[src/rtl/fix_mul_sched.sv]
// Round-robin scheduler sharing one pipelined sign-magnitude fixed-point
// multiplier between NREQ requesters. Products are renormalised back to the
// operand format with saturation and queued in a credit-protected FIFO.
module fix_mul_sched #(
  parameter int unsigned DATA       = 15,
  parameter int unsigned POIN       = 8,
  parameter int unsigned NREQ       = 4,
  parameter int unsigned MUL_LAT    = 2,
  parameter int unsigned FIFO_DEPTH = 8
) (
  input  logic                      clk,
  input  logic                      rst,
  input  logic [NREQ-1:0]           req_valid,
  input  logic [NREQ*DATA-1:0]      req_a,
  input  logic [NREQ*DATA-1:0]      req_b,
  output logic [NREQ-1:0]           req_ready,
  output logic [DATA-1:0]           mul_a,
  output logic [DATA-1:0]           mul_b,
  output logic                      mul_vld,
  input  logic [2*DATA-2:0]         mul_p,
  output logic                      rsp_valid,
  input  logic                      rsp_ready,
  output logic [$clog2(NREQ)-1:0]   rsp_id,
  output logic [DATA-1:0]           rsp_data,
  output logic                      rsp_ovf,
  output logic                      busy
);

  localparam int unsigned IW = $clog2(NREQ);
  localparam int unsigned MW = 2*DATA-2;
  localparam int unsigned AW = (FIFO_DEPTH > 1) ? $clog2(FIFO_DEPTH) : 1;
  localparam int unsigned CW = $clog2(FIFO_DEPTH+1);

  typedef struct packed {
    logic [IW-1:0]   id;
    logic [DATA-1:0] data;
    logic            ovf;
  } rsp_t;

  logic [DATA-1:0] op_a [NREQ];
  logic [DATA-1:0] op_b [NREQ];

  logic [IW-1:0]   ptr;
  logic [IW-1:0]   win;
  logic [IW-1:0]   idx;
  logic            found;
  logic            hs;
  logic [CW-1:0]   cred;

  logic [IW-1:0]   mul_id;
  logic [MUL_LAT-1:0] tag_vld;
  logic [IW-1:0]   tag_id [MUL_LAT];

  logic [MW-1:0]   mag;
  logic            sat;
  logic [DATA-2:0] res_mag;
  logic            wr;
  logic            pop;
  rsp_t            wentry;
  rsp_t            head;
  rsp_t            mem [FIFO_DEPTH];
  logic [AW-1:0]   wr_ptr;
  logic [AW-1:0]   rd_ptr;
  logic [CW-1:0]   cnt;

  // Split the packed request buses into per-requester operands
  for (genvar g = 0; g < NREQ; g++) begin : g_unpack
    assign op_a[g] = req_a[g*DATA +: DATA];
    assign op_b[g] = req_b[g*DATA +: DATA];
  end

  // Round-robin search: first valid requester at or after the pointer
  always_comb begin
    found = 1'b0;
    win   = '0;
    idx   = '0;
    for (int k = 0; k < NREQ; k++) begin
      idx = IW'((32'(ptr) + 32'(k)) % NREQ);
      if (!found && req_valid[idx]) begin
        found = 1'b1;
        win   = idx;
      end
    end
  end

  assign hs        = found && (cred != '0);
  assign req_ready = hs ? (NREQ'(1) << win) : '0;

  // Renormalise the product magnitude with saturation; no negative zero
  always_comb begin
    mag         = mul_p[MW-1:0];
    sat         = |mag[MW-1:POIN+DATA-1];
    res_mag     = sat ? '1 : mag[POIN+DATA-2:POIN];
    wentry.id   = tag_id[MUL_LAT-1];
    wentry.data = {mul_p[MW] & (|res_mag), res_mag};
    wentry.ovf  = sat;
  end

  assign wr        = tag_vld[MUL_LAT-1];
  assign rsp_valid = (cnt != '0);
  assign pop       = rsp_valid && rsp_ready;
  assign head      = rsp_valid ? mem[rd_ptr] : '0;
  assign rsp_id    = head.id;
  assign rsp_data  = head.data;
  assign rsp_ovf   = head.ovf;
  assign busy      = (|tag_vld) || rsp_valid || mul_vld;

  // Issue register, arbitration pointer, credits, tag pipeline and FIFO pointers
  always_ff @(posedge clk) begin
    if (rst) begin
      ptr     <= '0;
      cred    <= CW'(FIFO_DEPTH);
      mul_vld <= 1'b0;
      mul_a   <= '0;
      mul_b   <= '0;
      mul_id  <= '0;
      tag_vld <= '0;
      for (int s = 0; s < MUL_LAT; s++) tag_id[s] <= '0;
      wr_ptr  <= '0;
      rd_ptr  <= '0;
      cnt     <= '0;
    end else begin
      mul_vld <= hs;
      if (hs) begin
        mul_a  <= op_a[win];
        mul_b  <= op_b[win];
        mul_id <= win;
        ptr    <= (win == IW'(NREQ-1)) ? '0 : win + IW'(1);
      end
      cred       <= cred + CW'(pop) - CW'(hs);
      tag_vld[0] <= mul_vld;
      tag_id[0]  <= mul_id;
      for (int s = 1; s < MUL_LAT; s++) begin
        tag_vld[s] <= tag_vld[s-1];
        tag_id[s]  <= tag_id[s-1];
      end
      if (wr)  wr_ptr <= (wr_ptr == AW'(FIFO_DEPTH-1)) ? '0 : wr_ptr + AW'(1);
      if (pop) rd_ptr <= (rd_ptr == AW'(FIFO_DEPTH-1)) ? '0 : rd_ptr + AW'(1);
      cnt <= cnt + CW'(wr) - CW'(pop);
    end
  end

  // Response storage; contents need no reset since the count gates the head
  always_ff @(posedge clk) begin
    if (wr) mem[wr_ptr] <= wentry;
  end

endmodule

[config.mk]
export PLATFORM = sky130hd
export DESIGN_NAME = fix_mul_sched
export DESIGN_NICKNAME = d
export VERILOG_FILES = /design/src/rtl/fix_mul_sched.sv
export SDC_FILE = /design/constraint.sdc
export NUM_CORES = 1
export LEC_CHECK = 0
export CORE_MARGIN = 8
export CORE_UTILIZATION = 50
export DETAILED_ROUTE_END_ITERATION = 8
export HOLD_SLACK_MARGIN = 0.03
export PLACE_DENSITY = 0.78
export SLEW_MARGIN = 20
export SYNTH_ARGS = -nofsm -noshare
export SYNTH_HDL_FRONTEND = slang
export SYNTH_SLANG_ARGS = --single-unit
[constraint.sdc]
create_clock -name clk -period 2.75 [get_ports clk]
set_input_delay 0.275 -clock clk [delete_from_list [all_inputs] [get_ports clk]]
set_output_delay 0.275 -clock clk [all_outputs]
set_load 0.01 [all_outputs]
==> results.sh, run 1 <==
export IMPL_status="finished clean"
export IMPL_crit_type="flop to output pin"
export IMPL_syn_area_sq_mm=0.00929
export IMPL_grt_max_degree=60
export IMPL_initial_core_util=0.503
export IMPL_synth_nets=822
export IMPL_timing_hold_ws_ps=438
export IMPL_synth_warnings=0
export IMPL_crit_chain="buf_12 -> mux4_2 -> mux2i_1 -> nor2_1 -> clkdlybuf4s50_1"
export IMPL_relSlewSlack=0.580
export IMPL_grt_overflow=0
export IMPL_antenna_found_initial=0
export IMPL_yosysUniqueCellTypes=52
export IMPL_num_rows=50
export IMPL_yosysMostFrequentCell="edfxtp_1"
export IMPL_maxCapViolations=0
export IMPL_cts_root_buf="clkbuf_16"
export IMPL_grt_usage=0.196
export IMPL_synth_edf_count=144
export IMPL_r2r_setup_slack_ps=350
export IMPL_synth_area_leaders="edfxtp_1, dfxtp_1, mux4_2, mux2i_1, o211ai_2"
export IMPL_fin_total_pwr_mw=10.2
export IMPL_finalHoldViolCount=0
export IMPL_nets=1032
export IMPL_power_leakage_nw=4.66
export IMPL_max_stage_delay_ps=510
export IMPL_synth_top_cell_by_area="edfxtp_1"
export IMPL_fin_skew_ps=18.5
export IMPL_critical_path_arrival_ps=2410
export IMPL_powerDensity_mw_per_mm2=829
export IMPL_die_h_um=152
export IMPL_io_pins=211
export IMPL_syn_area_per_cell_sq_um=14.4
export IMPL_wire_per_inst_um=21.0
export IMPL_synth_common_cells="edfxtp_1, dfxtp_1, mux2i_1"
export IMPL_syn_to_final_growth_pct=33.0
export IMPL_routed_via_density=5.57
export IMPL_start_kind="flop"
export IMPL_period_minus_slack_ps=2680
export IMPL_synth_seq_cells=202
export IMPL_clkSlewWorstSetupHoldPaths_ps=60
export IMPL_crit_fanout=16
export IMPL_holdPathStages=3
export IMPL_setup_tns_final_ps=0
export IMPL_hp_start="rsp_ready"
export IMPL_clk_insertion_delay_late_ps=500
export IMPL_drt_total_wl_um=23200
export IMPL_vias=6160
export IMPL_ir_worst_vdd_mv=0.452
export IMPL_die_area_sq_mm=0.0232
export IMPL_grt_pass1_vias=6738
export IMPL_port_buffers=202
export IMPL_min_path_type="primary input to flop"
export IMPL_tightest_slew_ps=629
export IMPL_end_kind="output pin"
export IMPL_ys_async_sr_fraction=0
export IMPL_dr_pass1_iters=5
export IMPL_crit_family="multiplexers"
export IMPL_setup_viol_count_final=0
export IMPL_yosysSeqAreaShare=0.591
export IMPL_ys_flop_type="edfxtp_1"
export IMPL_cp_data_required_time_ps=2480
export IMPL_drcViolationCount=0
export IMPL_drv_slew=0
export IMPL_antenna_left=0
export IMPL_layout_drive_gt1_share=0.196
export IMPL_r2r_end="cnt[2]$_SDFF_PP0_"
export IMPL_drt_iter0_drc=308
export IMPL_cts_buffer_depth=3
export IMPL_cts_tree="done"
export IMPL_dp_hpwl_um=15900
export IMPL_timing_final_ws_setup_ps=65.4
export IMPL_final_util=0.669
export IMPL_dp_slack_ps=107
export IMPL_cts_buffers=21
export IMPL_grt_pass1_wl_um=36400
export IMPL_synth_top_cell_area_share=0.466
export IMPL_htree_levels=1
export IMPL_postSynthCellCount=646
export IMPL_core_area_sq_mm=0.0185
export IMPL_finalCritPeriodShare=0.976
export IMPL_worstReg2RegStart="cnt[2]$_SDFF_PP0_"
export IMPL_ff2ff_path_depth=13
export IMPL_path_buf_inv=2
export IMPL_clkSinkCount=202
export IMPL_antenna_cells=0
export IMPL_place_gp_congestion=0.795
export IMPL_critical_path_slowest_cell="mux4_2"
export IMPL_max_freq_mhz=372
export IMPL_die_x_um=152
-- through the flow --
stage / instance area (sq um) / std cells
after floorplan: 9290 / 646
after global placement: 11600 / 1067
after detailed placement: 11600 / 1067
after CTS: 12300 / 1105
after global routing: 12400 / 1105
final: 12400 / 1105
-- what timing repair did --
| item | CTS | global route |
|---|---|---|
| hold buffers | 0 | 0 |
| setup endpoints to repair | 12 | 8 |
| gates cloned | 0 | 0 |
| setup buffers | 0 | 0 |
| gates resized for setup | 3 | 10 |
-- how the worst max path moves through the flow --
| stage | from | endpoint | slack (ps) | depth (start not counted) |
|---|---|---|---|---|
| global route | flop | rsp_data[12] | -6 | 5 |
| CTS | flop | rsp_data[12] | -20 | 5 |
| detailed placement | req_valid[0] | req_ready[3] | 110 | 8 |
| global placement | req_valid[1] | req_ready[1] | 140 | 8 |
| floorplan | cnt[2]$_SDFF_PP0_ | cnt[2]$_SDFF_PP0_ | 380 | 14 |
| finish | flop | rsp_data[12] | 70 | 5 |
-- cells by family after synthesis --
group	after synthesis	synth area share
AND/OR/NAND/NOR	167	0.0989
buffers and inverters	60	0.0372
flip-flops	202	0.591
adder cells (fa/ha/maj)	20	0.0286
AO/OA/AOI/OAI	108	0.101
XOR/XNOR	4	0.00377
multiplexers	85	0.140
-- power by group --
part	switching [mW]	total, mW	internal [mW]
logic	1.69	3.49	1.80
clock network	1.15	3.03	1.88
registers	0.189	3.73	3.54
-- layer usage --
layer	part of all wire	GRT usage	vias to the layer above
met2	0.50	0.341	262
li1	-	-	2842
met4	0.030	0.0662	0
met3	0.086	0.0581	45
met5	0	0	-
met1	0.38	0.228	3011
-- sequential cells by signal (all words and copies together) (netlist names), named ones only --
register	cells
mul_id	2
mul_vld	1
cred	4
rd_ptr	3
mul_b	15
ptr	2
wr_ptr	3
cnt	4
mul_a	15
tag_id	4
mem	144
tag_vld	2
-- area by class of cell --
| cell class | count | area [sq um] |
|---|---|---|
| clock buffers | 24 | 537 |
| fillers | 1274 | 6100 |
| multi-input cells | 384 | 3480 |
| repair buffers | 227 | 2280 |
| inverters | 20 | 77.6 |
| clock inverters | 14 | 203 |
| well taps | 234 | 293 |
| flip-flops and latches | 202 | 5490 |
-- worst register-to-register path: cells and delay by family, from the launching register on --
family        cells  cell delay (ps)
fa+ha+maj         4              980
simple gates      3              410
buf+inv           5              400
flops             1              330
xor+xnor          1              160
-- layout by cell type (no fill, tap or decap), drive strengths merged, types with 4 or more instances in the layout --
| master | netlist | routed |
|---|---|---|
| nor3b | 30 | 30 |
| mux4 | 36 | 36 |
| mux2i | 49 | 49 |
| and2 | 5 | 5 |
| nor2 | 39 | 39 |
| nand2 | 46 | 46 |
| clkbuf | 10 | 24 |
| bufinv | 0 | 5 |
| inv | 20 | 21 |
| nand2b | 5 | 5 |
| clkdlybuf4s50 | 0 | 199 |
| or2 | 15 | 15 |
| clkinv | 0 | 7 |
| nor3 | 4 | 4 |
| nor2b | 11 | 11 |
| o21a | 30 | 30 |
| ha | 18 | 18 |
| buf | 30 | 25 |
| o211ai | 29 | 29 |
| edfxtp | 144 | 144 |
| a21oi | 10 | 10 |
| o21ai | 31 | 31 |
| dfxtp | 58 | 58 |
(Power assumes the default switching activity.)
==> run 2: changes to the inputs <==
GPL_TIMING_DRIVEN = 0   (was not set)
==> run 2 against run 1 <==
Net effect:
- non-clock buffer count up 19
- die area unchanged
- count of clock-buffer cells in the layout up 2
- combinational power up 4%
- via count up 2.7%
- clock power down 6.6%
- wire length up 6.0%
- global-route usage up 1.3 points
- sequential power about the same
- sequential cell count unchanged
- sequential share of layout area down 0.52 points
- critical endpoint is now rsp_data[13]
- largest cell class unchanged
==> results.sh, run 2 (same netlist as run 1, synthesis figures left out) <==
export IMPL_htree_levels=1
export IMPL_drt_iter0_drc=344
export IMPL_ir_worst_vdd_mv=0.569
export IMPL_antenna_left=0
export IMPL_cp_data_required_time_ps=2480
export IMPL_initial_core_util=0.503
export IMPL_final_cell_mix="clkdlybuf4s50_1, edfxtp_1, dfxtp_1"
export IMPL_fin_skew_ps=9.09
export IMPL_die_x_um=152
export IMPL_grt_usage=0.210
export IMPL_wl_met3_um=2090
export IMPL_die_h_um=152
export IMPL_multi_input_area_sq_mm=0.00351
export IMPL_path_buf_inv=3
export IMPL_cts_root_buf="clkbuf_16"
export IMPL_p_seq_frac=0.366
export IMPL_critical_path_slowest_cell="mux4_2"
export IMPL_holdPathStages=1
export IMPL_critical_path_arrival_ps=2380
export IMPL_drcViolationCount=0
export IMPL_antenna_cells=0
export IMPL_nets=1051
export IMPL_cts_buffers=21
export IMPL_cpMostUsedCell="buf_12"
export IMPL_end_kind="output pin"
export IMPL_dp_slack_ps=-196
export IMPL_vias=6326
export IMPL_wl_met1_um=9400
export IMPL_crit_fanout=10
export IMPL_top_layer_used="met4"
export IMPL_p_sw_frac=0.304
export IMPL_clkSlewWorstSetupHoldPaths_ps=60
export IMPL_max_stage_delay_ps=510
export IMPL_crit_cells=6
export IMPL_tightest_slew_ps=739
export IMPL_min_path_type="flop to flop"
export IMPL_routed_via_density=5.63
export IMPL_place_gp_congestion=0.886
export IMPL_fin_total_pwr_mw=10.2
export IMPL_antenna_found_initial=0
export IMPL_p_comb_frac=0.356
export IMPL_dr_pass1_iters=4
export IMPL_largest_reg_flops=144
export IMPL_largest_register="mem"
export IMPL_cts_buffer_depth=3
export IMPL_finalHoldViolCount=0
export IMPL_drt_total_wl_um=24600
export IMPL_period_minus_slack_ps=2650
export IMPL_ff2ff_path_depth=13
export IMPL_status="finished clean"
export IMPL_final_common_cell="clkdlybuf4s50_1"
export IMPL_dp_hpwl_um=17900
export IMPL_hold_buffers=0
export IMPL_maxCapViolations=0
export IMPL_n_fill_cell=1243
export IMPL_max_freq_mhz=377
export IMPL_die_area_sq_mm=0.0232
export IMPL_port_buffers=202
export IMPL_grt_pass1_vias=7024
export IMPL_reg_top3="mem x144, mul_a x15, mul_b x15"
export IMPL_power_leakage_nw=4.85
export IMPL_wire_per_inst_um=21.9
export IMPL_core_area_sq_mm=0.0185
export IMPL_finalCritPeriodShare=0.965
export IMPL_start_kind="flop"
export IMPL_timing_final_ws_setup_ps=97.0
export IMPL_cts_tree="done"
export IMPL_powerDensity_mw_per_mm2=814
export IMPL_grt_max_degree=19
export IMPL_intPower_mw=7.08
export IMPL_crit_chain="buf_12 -> buf_12 -> mux4_2 -> mux2i_1 -> nor2_1 -> clkdlybuf4s50_1"
export IMPL_crit_type="flop to output pin"
export IMPL_grt_pass1_wl_um=38800
export IMPL_clk_insertion_delay_late_ps=490
export IMPL_drv_slew=0
export IMPL_layout_drive_gt1_share=0.213
export IMPL_power_share_clock=0.278
export IMPL_relSlewSlack=0.505
export IMPL_wl_met2_um=12500
export IMPL_num_rows=50
export IMPL_timing_hold_ws_ps=439
export IMPL_io_pins=211
export IMPL_seqCellArea_sq_mm=0.00549
export IMPL_syn_to_final_growth_pct=34.6
export IMPL_clkSinkCount=202
export IMPL_setup_viol_count_final=0
export IMPL_switchingPower_mw=3.10
export IMPL_grt_overflow=0
export IMPL_crit_family="buffers and inverters"
## run 2: cell type report
class | instances | share of cell area
Sequential cell | 202 | 0.439
Multi-Input combinational cell | 384 | 0.281
Timing Repair Buffer | 209 | 0.169
Clock buffer | 26 | 0.0459
Buffer | 37 | 0.0259
Tap cell | 234 | 0.0234
Clock inverter | 12 | 0.0100
Inverter | 20 | 0.00620
## run 2: worst paths after layout
| kind | start | end | slack (ps) |
|---|---|---|---|
| max | flop | rsp_data[13] | 100 |
| min | tag_id[0][0]$_SDFF_PP0_ | tag_id[0][2]$_SDFF_PP0_ | 440 |
| max reg2reg | cnt[2]$_SDFF_PP0_ | cnt[2]$_SDFF_PP0_ | 220 |
| min reg2reg | tag_id[0][0]$_SDFF_PP0_ | tag_id[0][2]$_SDFF_PP0_ | 440 |
## run 2: what timing repair did
item | in CTS | in global routing
buffers inserted | 1 | 0
cloned | 0 | 0
resized for setup | 34 | 11
pin swaps | 1 | 0
endpoints found under the setup margin | 28 | 14
## run 2: stage by stage
stage	utilization	setup TNS [ps]	std cells	instance area [sq um]
after CTS	0.676	0	1124	12500
after global routing	0.677	-2.34	1124	12500
after global placement	0.629	-19870	1082	11600
after detailed placement	0.635	-1630	1088	11700
after floorplan	-	0	646	9290
final	0.677	0	1124	12500
## run 2: power groups by stage
stage | registers (mW) | clock network, mW | logic [mW]
2_1_floorplan | 3.81 | 0 | 2.09
3_3_place_gp | 3.75 | 0 | 3.52
3_5_place_dp | 3.77 | 0 | 3.63
4_1_cts | 3.73 | 2.88 | 3.68
5_1_grt | 3.76 | 3.01 | 3.92
6_report | 3.72 | 2.83 | 3.62
## run 2: layer usage
metal,up-vias,global-route usage
met5,-,0
met4,0,0.0609
met3,43,0.0641
met2,279,0.377
met1,3126,0.235
li1,2878,-
## run 2: worst reg2reg max path, delay by kind of cell, from the launching register on
| family | cells | cell delay (ps) |
|---|---|---|
| adders and majority gates | 4 | 970 |
| and+or+nand+nor | 3 | 630 |
| DFF | 1 | 300 |
| xor gates and xnor gates | 1 | 150 |
| buffers and inverters | 5 | 370 |
==> run 3: changes to the inputs <==
ABC_CLOCK_PERIOD_IN_PS = 2750   (was not set)
==> results of run 3 <==
No change in the layout: final DEF, timing and power equal those of run 2.
